[config.mk]
export PLATFORM = sky130hd
export DESIGN_NAME = riscv_bus_arb_flat
export DESIGN_NICKNAME = d
export VERILOG_FILES = /design/src/rtl/riscv_bus_arb_if.sv /design/src/rtl/riscv_bus_arb.sv /design/src/flat_wrapper.sv
export SDC_FILE = /design/constraint.sdc
export NUM_CORES = 1
export LEC_CHECK = 0
export BUFFER_PORTS_ARGS = -buffer_cell sky130_fd_sc_hd__buf_2
export CAP_MARGIN = 20
export CORE_AREA = 2 2 108 110
export CTS_CLUSTER_DIAMETER = 150
export DETAILED_ROUTE_END_ITERATION = 7
export DIE_AREA = 0 0 110 112
export PLACE_DENSITY = 0.53
export SETUP_SLACK_MARGIN = 0.5
export SLEW_MARGIN = 15
export SYNTH_ARGS = -nofsm -noshare
export SYNTH_HDL_FRONTEND = slang
export SYNTH_SLANG_ARGS = --single-unit
[constraint.sdc]
create_clock -name clk -period 2.2 [get_ports clk]
set_input_delay 0.44 -clock clk [delete_from_list [all_inputs] [get_ports clk]]
set_output_delay 0.44 -clock clk [all_outputs]
set_load 0.1 [all_outputs]
[src/rtl/riscv_bus_arb_if.sv]
// rtl/riscv_bus_arb_if.sv - master-side and slave-side bus signals of riscv_bus_arb
//
// Parameters: XLEN (address/data width), NMASTERS (2..4).
// m_* fields are packed per master: master i at [i*XLEN +: XLEN] or [i*XLEN/8 +: XLEN/8].
// Modports:
//   master : view of the bus masters plus slave read data source (drives requests, s_rdata)
//   slave  : view of the arbiter (consumes requests and s_rdata, drives grants and s_*)
interface riscv_bus_arb_if #(
  parameter int XLEN     = 32,
  parameter int NMASTERS = 2
);
  logic [NMASTERS-1:0]          m_req;
  logic [NMASTERS-1:0]          m_we;
  logic [NMASTERS*XLEN/8-1:0]   m_be;
  logic [NMASTERS*XLEN-1:0]     m_addr;
  logic [NMASTERS*XLEN-1:0]     m_wdata;
  logic [NMASTERS-1:0]          m_lock;
  logic [NMASTERS-1:0]          m_gnt;
  logic [NMASTERS-1:0]          m_rvalid;
  logic [XLEN-1:0]              m_rdata;
  logic                         s_req;
  logic                         s_we;
  logic [XLEN/8-1:0]            s_be;
  logic [XLEN-1:0]              s_addr;
  logic [XLEN-1:0]              s_wdata;
  logic [XLEN-1:0]              s_rdata;

  modport master (
    output m_req, m_we, m_be, m_addr, m_wdata, m_lock, s_rdata,
    input  m_gnt, m_rvalid, m_rdata, s_req, s_we, s_be, s_addr, s_wdata
  );

  modport slave (
    input  m_req, m_we, m_be, m_addr, m_wdata, m_lock, s_rdata,
    output m_gnt, m_rvalid, m_rdata, s_req, s_we, s_be, s_addr, s_wdata
  );
endinterface

[src/rtl/riscv_bus_arb.sv]
// rtl/riscv_bus_arb.sv - burst-limited round-robin arbiter for the shared SoC data bus
//
// Parameters: XLEN (address/data width), NMASTERS (2..4), MAXBURST (consecutive grants
// to one master while another requests; 1 = pure round-robin).
// Optional feature macro: ARB_LOCK_EN (honor m_lock; otherwise m_lock is ignored).
// Ports:
//   clk  - system clock
//   rst  - synchronous active-high reset
//   bus  - riscv_bus_arb_if.slave: m_req/m_we/m_be/m_addr/m_wdata/m_lock in,
//          m_gnt/m_rvalid/m_rdata out, s_req/s_we/s_be/s_addr/s_wdata out, s_rdata in
module riscv_bus_arb #(
  parameter int XLEN     = 32,
  parameter int NMASTERS = 2,
  parameter int MAXBURST = 4
) (
  input  logic                  clk,
  input  logic                  rst,
  riscv_bus_arb_if.slave        bus
);
  localparam int IW = (NMASTERS > 1) ? $clog2(NMASTERS) : 1;
  localparam int CW = $clog2(MAXBURST + 1);
  localparam int BW = XLEN / 8;
  localparam logic [CW-1:0] MAXB = CW'(MAXBURST);

  logic [IW-1:0] last;
  logic [CW-1:0] burst_cnt;
  logic          r_pend;
  logic [IW-1:0] r_owner;

  logic          others_req;
  logic          keep_last;
  logic          found;
  logic          grant;
  logic [IW-1:0] win;
  logic [IW-1:0] cand;

  // Winner selection. A zero burst_cnt means the previous tenure ended (reset or an
  // idle cycle), so the last owner gets no preference and the scan starts at last+1;
  // this is what lets master 0 win first out of reset with last = NMASTERS-1.
  always_comb begin
    others_req = 1'b0;
    for (int i = 0; i < NMASTERS; i++) begin
      if (IW'(i) != last && bus.m_req[i]) others_req = 1'b1;
    end
    keep_last = bus.m_req[last] &&
                ((burst_cnt != '0 && burst_cnt < MAXB) || !others_req);
`ifdef ARB_LOCK_EN
    if (bus.m_req[last] && bus.m_lock[last]) keep_last = 1'b1;
`endif
    found = keep_last;
    win   = last;
    cand  = last;
    // k runs up to NMASTERS so a sole requester that is also last is still found.
    for (int k = 1; k <= NMASTERS; k++) begin
      cand = IW'((int'(last) + k) % NMASTERS);
      if (!found && bus.m_req[cand]) begin
        found = 1'b1;
        win   = cand;
      end
    end
    grant = found && !rst;
  end

`ifndef ARB_LOCK_EN
  logic unused_lock;
  assign unused_lock = ^bus.m_lock;
`endif

  // Slave-side routing; with no winner the address/data mux rests on master 0.
  always_comb begin
    bus.m_gnt   = '0;
    bus.s_req   = 1'b0;
    bus.s_we    = 1'b0;
    bus.s_be    = '0;
    bus.s_addr  = bus.m_addr[XLEN-1:0];
    bus.s_wdata = bus.m_wdata[XLEN-1:0];
    if (grant) begin
      bus.m_gnt[win] = 1'b1;
      bus.s_req      = 1'b1;
      bus.s_we       = bus.m_we[win];
      bus.s_be       = bus.m_be[win*BW +: BW];
      bus.s_addr     = bus.m_addr[win*XLEN +: XLEN];
      bus.s_wdata    = bus.m_wdata[win*XLEN +: XLEN];
    end
  end

  always_comb begin
    bus.m_rvalid = '0;
    for (int i = 0; i < NMASTERS; i++) begin
      bus.m_rvalid[i] = r_pend && !rst && (r_owner == IW'(i));
    end
  end

  assign bus.m_rdata = bus.s_rdata;

  always_ff @(posedge clk) begin
    if (rst) begin
      last      <= IW'(NMASTERS - 1);
      burst_cnt <= '0;
      r_pend    <= 1'b0;
      r_owner   <= '0;
    end else if (grant) begin
      last    <= win;
      r_pend  <= ~bus.m_we[win];
      r_owner <= win;
      if (win == last) begin
        burst_cnt <= (burst_cnt == MAXB) ? MAXB : burst_cnt + CW'(1);
      end else begin
        burst_cnt <= CW'(1);
      end
    end else begin
      // Any request always produces a winner, so no grant means the bus was idle.
      r_pend    <= 1'b0;
      burst_cnt <= '0;
    end
  end
endmodule

[src/flat_wrapper.sv]
// flat-port wrapper written by rule: the top's interface ports become plain ports
module riscv_bus_arb_flat 
#(
  parameter int XLEN     = 32,
  parameter int NMASTERS = 2,
  parameter int MAXBURST = 4
)
  (clk, rst, bus_m_req, bus_m_we, bus_m_be, bus_m_addr, bus_m_wdata, bus_m_lock, bus_s_rdata, bus_m_gnt, bus_m_rvalid, bus_m_rdata, bus_s_req, bus_s_we, bus_s_be, bus_s_addr, bus_s_wdata);
  riscv_bus_arb_if #(.XLEN(XLEN), .NMASTERS(NMASTERS)) bus_i ();
  input  logic clk;
  input  logic rst;
  input wire logic [$bits(bus_i.m_req)-1:0] bus_m_req;
  input wire logic [$bits(bus_i.m_we)-1:0] bus_m_we;
  input wire logic [$bits(bus_i.m_be)-1:0] bus_m_be;
  input wire logic [$bits(bus_i.m_addr)-1:0] bus_m_addr;
  input wire logic [$bits(bus_i.m_wdata)-1:0] bus_m_wdata;
  input wire logic [$bits(bus_i.m_lock)-1:0] bus_m_lock;
  input wire logic [$bits(bus_i.s_rdata)-1:0] bus_s_rdata;
  output wire logic [$bits(bus_i.m_gnt)-1:0] bus_m_gnt;
  output wire logic [$bits(bus_i.m_rvalid)-1:0] bus_m_rvalid;
  output wire logic [$bits(bus_i.m_rdata)-1:0] bus_m_rdata;
  output wire logic [$bits(bus_i.s_req)-1:0] bus_s_req;
  output wire logic [$bits(bus_i.s_we)-1:0] bus_s_we;
  output wire logic [$bits(bus_i.s_be)-1:0] bus_s_be;
  output wire logic [$bits(bus_i.s_addr)-1:0] bus_s_addr;
  output wire logic [$bits(bus_i.s_wdata)-1:0] bus_s_wdata;
  assign bus_i.m_req = bus_m_req;
  assign bus_i.m_we = bus_m_we;
  assign bus_i.m_be = bus_m_be;
  assign bus_i.m_addr = bus_m_addr;
  assign bus_i.m_wdata = bus_m_wdata;
  assign bus_i.m_lock = bus_m_lock;
  assign bus_i.s_rdata = bus_s_rdata;
  assign bus_m_gnt = bus_i.m_gnt;
  assign bus_m_rvalid = bus_i.m_rvalid;
  assign bus_m_rdata = bus_i.m_rdata;
  assign bus_s_req = bus_i.s_req;
  assign bus_s_we = bus_i.s_we;
  assign bus_s_be = bus_i.s_be;
  assign bus_s_addr = bus_i.s_addr;
  assign bus_s_wdata = bus_i.s_wdata;
  riscv_bus_arb #(.XLEN(XLEN), .NMASTERS(NMASTERS), .MAXBURST(MAXBURST)) u_core (.clk(clk), .rst(rst), .bus(bus_i));
endmodule
==> results of run 1 <==
[metrics by stage]
step | util | std cells | setup TNS (ns) | instance area (um2)
finish | 0.372 | 501 | -26.15 | 4150
global route | 0.372 | 501 | -30.99 | 4150
CTS | 0.371 | 500 | -27.16 | 4140
detailed placement | 0.350 | 491 | -11.81 | 3920
global placement | 0.350 | 491 | -11.59 | 3920
floorplan | - | 161 | -7.36 | 1800
[state kept, by name (all words and copies together), names as in the netlist]
name	flops
u_core.r_owner	1
u_core.burst_cnt	3
u_core.last	1
u_core.r_pend	1
[worst min path at each step]
stage	from	endpoint	cells past startpoint
finish	u_core.burst_cnt[0]	u_core.burst_cnt[0]	2
global route	u_core.burst_cnt[0]	u_core.burst_cnt[0]	2
CTS	u_core.burst_cnt[0]	u_core.burst_cnt[0]	2
detailed placement	u_core.burst_cnt[0]	u_core.burst_cnt[0]	2
global placement	u_core.burst_cnt[0]	u_core.burst_cnt[0]	2
floorplan	u_core.burst_cnt[0]	u_core.burst_cnt[0]	1
[cell type report]
type	instances	area, um2	share of cell area
Inverter	5	22.5	0.00542
Multi-Input combinational cell	107	1340	0.322
Tap cell	143	179	0.0431
Clock buffer	3	75.1	0.0181
Antenna cell	1	2.50	0.000602
Timing Repair Buffer	236	2420	0.582
Sequential cell	6	123	0.0295
[what timing repair did]
item / 4_1_cts / 5_1_grt
pin swaps: 4 / 3
cloned: 2 / 0
buffers inserted: 4 / 0
gates resized for setup: 16 / 2
setup endpoints to repair: 74 / 71
[worst max-delay path: stages (launching register included)]
cell,delay (ns)
dfxtp_2,0.32
inv_2,0.05
ha_4,0.16
o21ai_2,0.16
nand2_2,0.07
a211o_4,0.37
buf_12,0.15
buf_12,0.15
mux2_4,0.32
buf_12,0.17
[where the power goes]
group / total [mW] / switching [mW] / internal, mW / leakage [nW]
combinational: 1.86 / 1.10 / 0.756 / 2.14
sequential: 0.123 / 0.00548 / 0.118 / 0.0503
clock: 0.297 / 0.0636 / 0.234 / 0.0370
[layer usage]
layer / up-vias / global-route usage
met5: - / 0
met4: 0 / 0.0118
met3: 4 / 0.0486
met2: 145 / 0.184
met1: 872 / 0.0966
li1: 936 / -
[kinds of logic after synthesis]
family,count (synthesis)
simple gates,21
buf+inv,48
fa+ha+maj,2
mux,64
flops,6
compound gates,20
[placed cells by master, fill, tap and decap left out, types with 2 or more instances in the layout]
| cell | count |
|---|---|
| nand2_1 | 5 |
| nand3_1 | 3 |
| a21oi_1 | 4 |
| clkbuf_16 | 3 |
| o21bai_1 | 3 |
| dfxtp_1 | 4 |
| inv_2 | 2 |
| buf_12 | 74 |
| inv_1 | 2 |
| a211oi_1 | 2 |
| buf_2 | 141 |
| dfxtp_2 | 2 |
| and3_1 | 2 |
| buf_4 | 16 |
| nor2_1 | 2 |
| a22o_4 | 4 |
| buf_16 | 3 |
| mux2_2 | 2 |
| mux2_4 | 62 |
==> impl_metrics.csv, run 1 <==
group,metric,value,unit
timing,finalHoldViolations,0,
die,die_h,112,um
yosys,netlist_top_cells_area,"mux2_4 36%, mux2_2 17%, buf_4 15%",
placed_design,routabilityCongestion,0.706,
route,first_iter_violations,45,
route,vias_per_cell,3.91,
layout,finalNetCount,537,
cts,cts.sinks,6,
route,wl_met2,3520,um
timing,relSlewSlack,0.822,
layout,nFillCells,1083,
cts,cts_hold_buf,0,
yosys,synth_top_family_by_area,"multiplexers",
yosys,synth-xor-area-share,0,
timing,rsz0062_at_grt,"true",
cts,numCtsBuffers,3,
timing,slew_viol_final,0,
yosys,synth_top_area_share,0.363,
outcome,outcome,"complete, but fails checks",
outcome,failed_checks,"setup timing",
timing,whs,0.523,ns
global_routing,grt_use_total,0.0975,
yosys,netlist_top_cells_count,"39 x mux2_4, 32 x buf_4, 25 x mux2_2",
setup_path,reg2reg_slack,0.59,ns
yosys,async_flop_share,0,
global_routing,grt-ovfl-total,0,
power_and_ir_drop,leakage,2.22,nW
timing,layout_min_cycle_time,2.60,ns
placed_design,preCtsSetupSlack,-0.209,ns
global_routing,grt_pass1_vias,1972,
timing,setup_violations,71,
route,met1Wirelength,2320,um
setup_path,end_kind,"output port",
setup_path,r2r-end,"u_core.r_pend",
cts,path_clk_slew,0.03,ns
cts,clk_latency,0.23,ns
route,top_layer,"met4",
yosys,synthAdderAreaFrac,0.0155,
yosys,synth_compound_area_frac,0.0916,
yosys,synth_edf_count,0,
timing,skew,0.00105,ns
run,maxCapViolCount,0,
cts,tritoncts,"built",
timing,worst_slack,-0.402,ns
yosys,synth_simple_gate_area_frac,0.0683,
placed_design,dp_hpwl,5880,um
yosys,ys_ff_latch,6,
setup_path,required,1.76,ns
timing,worst_slew_pin_slew,0.267,ns
cts,h-tree-depth,1,
cts,cts-root-buf,"clkbuf_16",
worst_hold_path,hold_class,"flip-flop to flip-flop",
die,placementRows,39,
setup_path,critPathKind,"flip-flop to output port",
power_and_ir_drop,ir_drop,0.000286,V
route,dr_wl_met3,989,um
setup_path,r2r-start,"u_core.burst_cnt[0]",
route,vias,1957,
yosys,ys_types,28,
yosys,synth_top_area_cell,"mux2_4",
timing,max_freq,384,MHz
global_routing,antenna_found_initial,1,
layout,drive_gt1_frac,0.905,
route,route.detailed.wl_per_inst,13.7,um
yosys,synthCells,161,
yosys,netlist_area,0.00161,mm2
die,initial_utilization,0.144,
yosys,yosysMostFrequentCell,"mux2_4",
setup_path,critPathLaunch,"u_core.burst_cnt[0]",
global_routing,grt_first_pass_wirelength,9430,um
placed_design,port_buffers,215,
yosys,synth_seq_area_share,0.0745,
yosys,syn_nets,339,
die,die_x,110,um
route,dr.pass1.iters,4,
setup_path,critPathArrivalTime,2.16,ns
setup_path,r2r_cells,9,
power_and_ir_drop,power_density,548,mW/mm2
timing,post-route-period-util,1.18,
setup_path,critPathMaxFanout,14,
yosys,synth.area.mux_share,0.538,
route,routed_wl,6860,um
global_routing,grt_max_degree,34,
route,final_antenna_net_count,0,
die,io_pins,282,
yosys,synth_warnings,0,
power_and_ir_drop,finalPower,2.28,mW
cts,cts.path.max_buffers,2,
setup_path,start_kind,"flip-flop",
die,core-area,0.0112,mm2
die,dieArea,0.0123,mm2
route,drc,0,
layout,syn2layout_area_growth,158,%
yosys,yosys_most_used_dff,"dfxtp_1",
yosys,postSynthAreaPerCell,10.0,um2
setup_path,worstSetupEndpoint,"bus_s_wdata[14]",
Power figures use the tool's default switching activity.
==> run 2, diff against run 1 <==
--- a/config.mk
+++ b/config.mk
@@ -5,6 +5,7 @@
 export SDC_FILE = /design/constraint.sdc
 export NUM_CORES = 1
 export LEC_CHECK = 0
+export ABC_AREA = 1
 export BUFFER_PORTS_ARGS = -buffer_cell sky130_fd_sc_hd__buf_2
 export CAP_MARGIN = 20
 export CORE_AREA = 2 2 108 110
@@ -13,7 +14,6 @@
 export DIE_AREA = 0 0 110 112
 export PLACE_DENSITY = 0.53
 export SETUP_SLACK_MARGIN = 0.5
-export SLEW_MARGIN = 15
 export SYNTH_ARGS = -nofsm -noshare
 export SYNTH_HDL_FRONTEND = slang
 export SYNTH_SLANG_ARGS = --single-unit
==> run 2 against run 1 <==
  * The flow still finishes with violations (setup timing)
  * Synthesized cell count increased by 98%
  * Critical endpoint is now bus_s_addr[29]
  * Largest power group unchanged
  * Flip-flop and latch count stayed put
  * Die area unchanged
  * Fmax rose by 14%
  * Via count up 47%
==> impl_metrics.csv, run 2 <==
group,metric,value,unit
outcome,outcome,"complete, but fails checks",
outcome,failed_checks,"setup timing",
cts,h-tree-depth,1,
route,final_antenna_net_count,0,
route,vias,2869,
placed_design,port_buffers,215,
die,die_x,110,um
layout,final_common_cell,"buf_2",
yosys,netlist_top_cells_count,"148 x nand2_1, 74 x nand3_1, 34 x buf_4",
cts,cts_hold_buf,0,
yosys,synthCells,318,
power_and_ir_drop,ir_drop,0.000328,V
die,initial_utilization,0.144,
layout,final_cell_mix,"142 x buf_2, 80 x buf_12, 71 x nand2_4",
timing,setup_violations,68,
route,route.detailed.wl_per_inst,14.5,um
setup_path,critPathKind,"flip-flop to output port",
yosys,synth_compound_area_frac,0.0187,
cts,cts-root-buf,"clkbuf_16",
yosys,synth_seq_area_share,0.0748,
yosys,ys_ff_latch,6,
route,vias_per_cell,4.35,
cts,path_clk_slew,0.03,ns
yosys,postSynthAreaPerCell,5.05,um2
timing,skew,0.000670,ns
placed_design,dp_hpwl,6900,um
timing,layout_min_cycle_time,2.28,ns
power_and_ir_drop,power_density,690,mW/mm2
yosys,synth_edf_count,0,
die,io_pins,282,
yosys,synth_warnings,0,
route,first_iter_violations,66,
route,drc,0,
placed_design,routabilityCongestion,0.791,
die,core-area,0.0112,mm2
yosys,synth_top_area_cell,"nand2_1",
layout,finalNetCount,697,
layout,largest_register_ffs,3,
setup_path,required,1.76,ns
setup_path,critPathLaunch,"u_core.burst_cnt[1]",
yosys,synth_top_area_share,0.346,
setup_path,critPathMaxFanout,9,
worst_hold_path,hold_class,"flip-flop to flip-flop",
cts,cts.path.max_buffers,2,
power_and_ir_drop,leakage,2.55,nW
cts,cts.sinks,6,
global_routing,grt_pass1_vias,2941,
yosys,ys_types,21,
layout,largest_register,"u_core.burst_cnt",
timing,whs,0.529,ns
layout,syn2layout_area_growth,243,%
placed_design,preCtsSetupSlack,0.00633,ns
layout,final_area,0.00551,mm2
route,routed_wl,9570,um
timing,slew_viol_final,0,
layout,nFillCells,1024,
setup_path,critPathArrivalTime,1.84,ns
placed_design,placed_area,0.00464,mm2
yosys,netlist_area,0.00161,mm2
yosys,yosys_most_used_dff,"dfxtp_1",
die,dieArea,0.0123,mm2
yosys,async_flop_share,0,
global_routing,grt_use_total,0.140,
yosys,netlist_top_cells_area,"nand2_1 35%, nand3_1 23%, buf_4 16%",
route,dr.pass1.iters,4,
timing,relSlewSlack,0.674,
global_routing,antenna_found_initial,0,
timing,max_freq,438,MHz
run,maxCapViolCount,0,
timing,worst_slew_pin_slew,0.493,ns
setup_path,end_kind,"output port",
yosys,synth_simple_gate_area_frac,0.629,
layout,regArea,123,um2
die,die_h,112,um
cts,numCtsBuffers,3,
timing,finalHoldViolations,0,
setup_path,start_kind,"flip-flop",
yosys,syn_nets,496,
setup_path,r2r_cells,11,
yosys,synthAdderAreaFrac,0.0156,
timing,rsz0062_at_grt,"true",
timing,post-route-period-util,1.04,
global_routing,grt_first_pass_wirelength,13900,um
yosys,yosysMostFrequentCell,"nand2_1",
yosys,synth.area.mux_share,0,
layout,n_antenna_cell,0,
yosys,synth-xor-area-share,0,
setup_path,r2r-end,"u_core.r_owner",
global_routing,grt-ovfl-total,0,
global_routing,grt_max_degree,32,
setup_path,reg2reg_slack,0.73,ns
die,placementRows,39,
yosys,synth_top_family_by_area,"simple AND/OR/NAND/NOR gates",
setup_path,r2r-start,"u_core.burst_cnt[1]",
power_and_ir_drop,finalPower,3.80,mW
cts,tritoncts,"built",
layout,drive_gt1_frac,0.814,
setup_path,worstSetupEndpoint,"bus_s_addr[29]",
timing,worst_slack,-0.0813,ns
layout,multi_input_area,0.00234,mm2
cts,clk_latency,0.23,ns
[run 2: cell count changes after synthesis, moves of 3 or more]
| cell | delta |
|---|---|
| nand2_1 | +142 |
| nand3_1 | +71 |
| mux2_4 | -39 |
| mux2_2 | -25 |
| inv_1 | +7 |
| buf_2 | +6 |
| a22o_1 | -4 |
| nand2_2 | +4 |
| nand4_1 | +4 |
| a21oi_1 | -3 |
| buf_1 | +3 |
| o21bai_1 | -3 |
[run 2: final cells by class]
class,count,area share
clock buffer,3,0.0136
inverter,13,0.00954
multi-input combinational,245,0.424
sequential,6,0.0223
tap,143,0.0325
timing repair buffer,250,0.498
[run 2: kinds of logic after synthesis]
group	after synthesis
AND/OR/NAND/NOR	238
buffers and inverters	67
flip-flops	6
AO/OA/AOI/OAI	5
adder cells (fa/ha/maj)	2
[run 2: worst max-delay path, stage by stage, from the launching register on]
cell	delay (ns)
dfxtp_2	0.32
inv_2	0.04
ha_4	0.16
nor2_4	0.09
nand2_4	0.08
nand2_4	0.08
nand2_4	0.07
nand2_8	0.09
buf_12	0.16
clkbuf_16	0.18
nand3_2	0.09
nand2_4	0.08
buf_12	0.16
[run 2: report_power, final]
part / total (mW) / leakage (nW) / internal, mW / switching [mW]
combinational: 3.37 / 2.46 / 1.28 / 2.09
sequential: 0.129 / 0.0503 / 0.121 / 0.00844
clock: 0.299 / 0.0370 / 0.234 / 0.0650
[run 2: per-layer routing]
| layer | GRT usage | vias up | wire [um] |
|---|---|---|---|
| li1 | - | 1391 | - |
| met1 | 0.153 | 1308 | 3410 |
| met2 | 0.257 | 157 | 5170 |
| met3 | 0.0404 | 13 | 890 |
| met4 | 0.0371 | 0 | 99 |
| met5 | 0 | - | 0 |
[run 2: timing repair]
action,CTS,global route
buffers inserted,6,2
pin swaps,4,2
gates cloned,5,5
endpoints found under the setup margin,71,72
gates resized for setup,49,42
[run 2: worst min path at each step]
| stage | startpoint | to | cells past startpoint |
|---|---|---|---|
| 2_1_floorplan | u_core.burst_cnt[0] | u_core.burst_cnt[0] | 3 |
| 3_3_place_gp | u_core.burst_cnt[0] | u_core.burst_cnt[0] | 3 |
| 3_5_place_dp | u_core.burst_cnt[0] | u_core.burst_cnt[0] | 3 |
| 4_1_cts | bus_m_we[1] | u_core.r_pend | 4 |
| 5_1_grt | u_core.burst_cnt[0] | u_core.burst_cnt[0] | 3 |
| 6_report | u_core.burst_cnt[0] | u_core.burst_cnt[0] | 3 |
[run 2: per-stage QoR]
stage / utilization / setup TNS [ns] / instances
finish: 0.493 / -3.76 / 660
global route: 0.493 / -9.09 / 660
CTS: 0.459 / -4.66 / 653
detailed placement: 0.415 / 0 / 639
global placement: 0.415 / 0 / 639
floorplan: - / 0 / 318
==> run 3, diff against run 2 <==
--- a/config.mk
+++ b/config.mk
@@ -12,6 +12,7 @@
 export CTS_CLUSTER_DIAMETER = 150
 export DETAILED_ROUTE_END_ITERATION = 7
 export DIE_AREA = 0 0 110 112
+export GPL_TIMING_DRIVEN = 0
 export PLACE_DENSITY = 0.53
 export SETUP_SLACK_MARGIN = 0.5
 export SYNTH_ARGS = -nofsm -noshare
==> run 3 against run 2 <==
  * The flow still finishes with violations (setup timing)
  * Setup slack got worse by 0.075 ns
  * Combinational power rose by 7.4%
  * Flip-flop and latch count did not move
  * Sequential share of layout area fell by 0.17 points
  * Routed wire length rose by 12%
  * Die area did not move
  * Critical endpoint is now bus_s_wdata[9]
  * Highest routed layer unchanged
==> impl_metrics.csv, run 3 (synthesis gave the netlist of run 2 again) <==
group,metric,value,unit
die,die_x,110,um
cts,numCtsBuffers,3,
layout,drive_gt1_frac,0.874,
setup_path,r2r-end,"u_core.r_pend",
setup_path,slowest_stage,"dfxtp_2",
setup_path,critPathMaxFanout,7,
layout,regArea,124,um2
cts,cts.sinks,6,
route,vias,3150,
timing,whs,0.516,ns
route,drc,0,
worst_hold_path,hold_depth,4,
placed_design,routabilityCongestion,0.770,
setup_path,crit_chain,"inv_2, ha_4, nor2_4, nand2_4, nand2_4, nand2_8, nand2_8, nand2_8, buf_12, clkbuf_16, nand2_2, nand2_4, buf_12",
die,core-area,0.0112,mm2
setup_path,critPathArrivalTime,1.92,ns
setup_path,r2r_cells,12,
cts,cts-root-buf,"clkbuf_16",
timing,relSlewSlack,0.674,
global_routing,grt_pass1_vias,3297,
layout,final_common_cell,"buf_2",
setup_path,reg2reg_slack,0.66,ns
route,vias_per_cell,4.26,
global_routing,grt_use_total,0.159,
timing,fin_tns_setup,-5.47,ns
layout,syn2layout_area_growth,275,%
layout,largest_register_ffs,3,
die,dieArea,0.0123,mm2
timing,rsz0062_at_grt,"true",
layout,largest_register,"u_core.burst_cnt",
layout,nFillCells,954,
cts,h-tree-depth,1,
setup_path,r2r-start,"u_core.last",
die,placementRows,39,
worst_hold_path,min_from,"bus_m_req[1]",
placed_design,preCtsSetupSlack,-0.590,ns
timing,max_freq,424,MHz
route,dr.pass1.iters,4,
timing,setup_violations,69,
placed_design,placed_area,0.00391,mm2
timing,skew,0.000875,ns
die,io_pins,282,
route,route.detailed.wl_per_inst,14.5,um
power_and_ir_drop,power_density,673,mW/mm2
power_and_ir_drop,combPwrFrac,0.894,
power_and_ir_drop,switching_share,0.591,
setup_path,critPathKind,"flip-flop to output port",
setup_path,start_kind,"flip-flop",
run,maxCapViolCount,0,
cts,tritoncts,"built",
timing,post-route-period-util,1.07,
global_routing,grt-ovfl-total,0,
power_and_ir_drop,ir_drop,0.000457,V
layout,multi_input_area,0.00241,mm2
setup_path,critPathBufInv,4,
cts,clk_latency,0.23,ns
power_and_ir_drop,p_int,1.66,mW
worst_hold_path,hold_class,"input pin to flip-flop",
cts,cts.path.max_buffers,2,
layout,final_area,0.00602,mm2
setup_path,cp_num_cells,13,
setup_path,slowest_delay,0.33,ns
timing,worst_slack,-0.156,ns
layout,n_antenna_cell,0,
route,final_antenna_net_count,0,
cts,path_clk_slew,0.03,ns
placed_design,port_buffers,247,
route,routed_wl,10700,um
timing,worst_slew_pin_slew,0.492,ns
die,initial_utilization,0.144,
setup_path,cp_top_family,"simple AND/OR/NAND/NOR gates",
layout,finalNetCount,777,
worst_hold_path,hold-path-endpoint,"u_core.r_owner",
power_and_ir_drop,p_seq_frac,0.033,
setup_path,end_kind,"output port",
power_and_ir_drop,clkPwrFrac,0.073,
placed_design,dp_hpwl,7420,um
timing,layout_min_cycle_time,2.36,ns
global_routing,grt_first_pass_wirelength,15700,um
power_and_ir_drop,leakage,2.90,nW
layout,final_cell_mix,"175 x buf_2, 85 x nand2_4, 79 x buf_12",
outcome,outcome,"complete, but fails checks",
cts,cts_hold_buf,0,
setup_path,required,1.76,ns
global_routing,antenna_found_initial,0,
timing,slew_viol_final,0,
power_and_ir_drop,p_switching,2.39,mW
outcome,failed_checks,"setup timing",
route,first_iter_violations,85,
timing,finalHoldViolations,0,
global_routing,grt_max_degree,11,
die,die_h,112,um
-- run 3: cell count changes in the layout (fill, tap and decap cells not counted), sizes merged --
cell / change
inv: -1
clkinvlp: +1
buf: +80
-- run 3: power groups by stage --
stage                     combinational, mW  clock [mW]  sequential (mW)
final                                  3.62       0.297            0.134
after global routing                   3.74       0.301            0.136
after CTS                              3.52       0.297            0.134
after detailed placement               2.60           0            0.133
after global placement                 2.58           0            0.132
after floorplan                        2.19           0            0.131
-- run 3: per-layer routing --
layer | vias up | part of all wire | global-route usage
li1 | 1545 | - | -
met1 | 1443 | 0.35 | 0.172
met2 | 153 | 0.56 | 0.317
met3 | 9 | 0.080 | 0.0269
met4 | 0 | 0.0098 | 0.0253
met5 | - | 0 | 0
-- run 3: how the worst max path moves through the flow --
stage                   startpoint             end  slack [ns]
6_report       u_core.burst_cnt[0]  bus_s_wdata[9]       -0.16
2_1_floorplan  u_core.burst_cnt[0]    bus_m_gnt[1]        0.18
3_3_place_gp          bus_m_req[1]     bus_s_be[2]       -0.55
4_1_cts        u_core.burst_cnt[0]  bus_s_wdata[8]       -0.15
5_1_grt        u_core.burst_cnt[0]  bus_s_wdata[9]       -0.24
3_5_place_dp          bus_m_req[1]     bus_s_be[2]       -0.59
-- run 3: stage by stage --
| stage | util | power [mW] | std cells |
|---|---|---|---|
| after global routing | 0.539 | 4.18 | 740 |
| after detailed placement | 0.350 | 2.74 | 708 |
| after CTS | 0.515 | 3.95 | 731 |
| final | 0.539 | 4.05 | 740 |
| after floorplan | - | 2.32 | 318 |
| after global placement | 0.350 | 2.72 | 708 |
-- run 3: tightest hold or removal path: stages --
cell     delay, ns
buf_8         0.10
inv_4         0.04
nand2_1       0.06
o21ai_1       0.06
-- run 3: area by class of cell --
type / instances / share of cell area
well taps: 143 / 0.0297
repair buffers: 276 / 0.441
plain buffers: 54 / 0.0860
multi-input cells: 245 / 0.401
clock buffers: 3 / 0.0125
flip-flops and latches: 6 / 0.0206
inverters: 13 / 0.00977
-- run 3: what timing repair did --
item                       CTS  global route
pin swaps                   16            18
setup buffers               16             8
gates cloned                 4             1
setup endpoints to repair   72            73
hold endpoints to repair     0             0
resized for setup          410            42
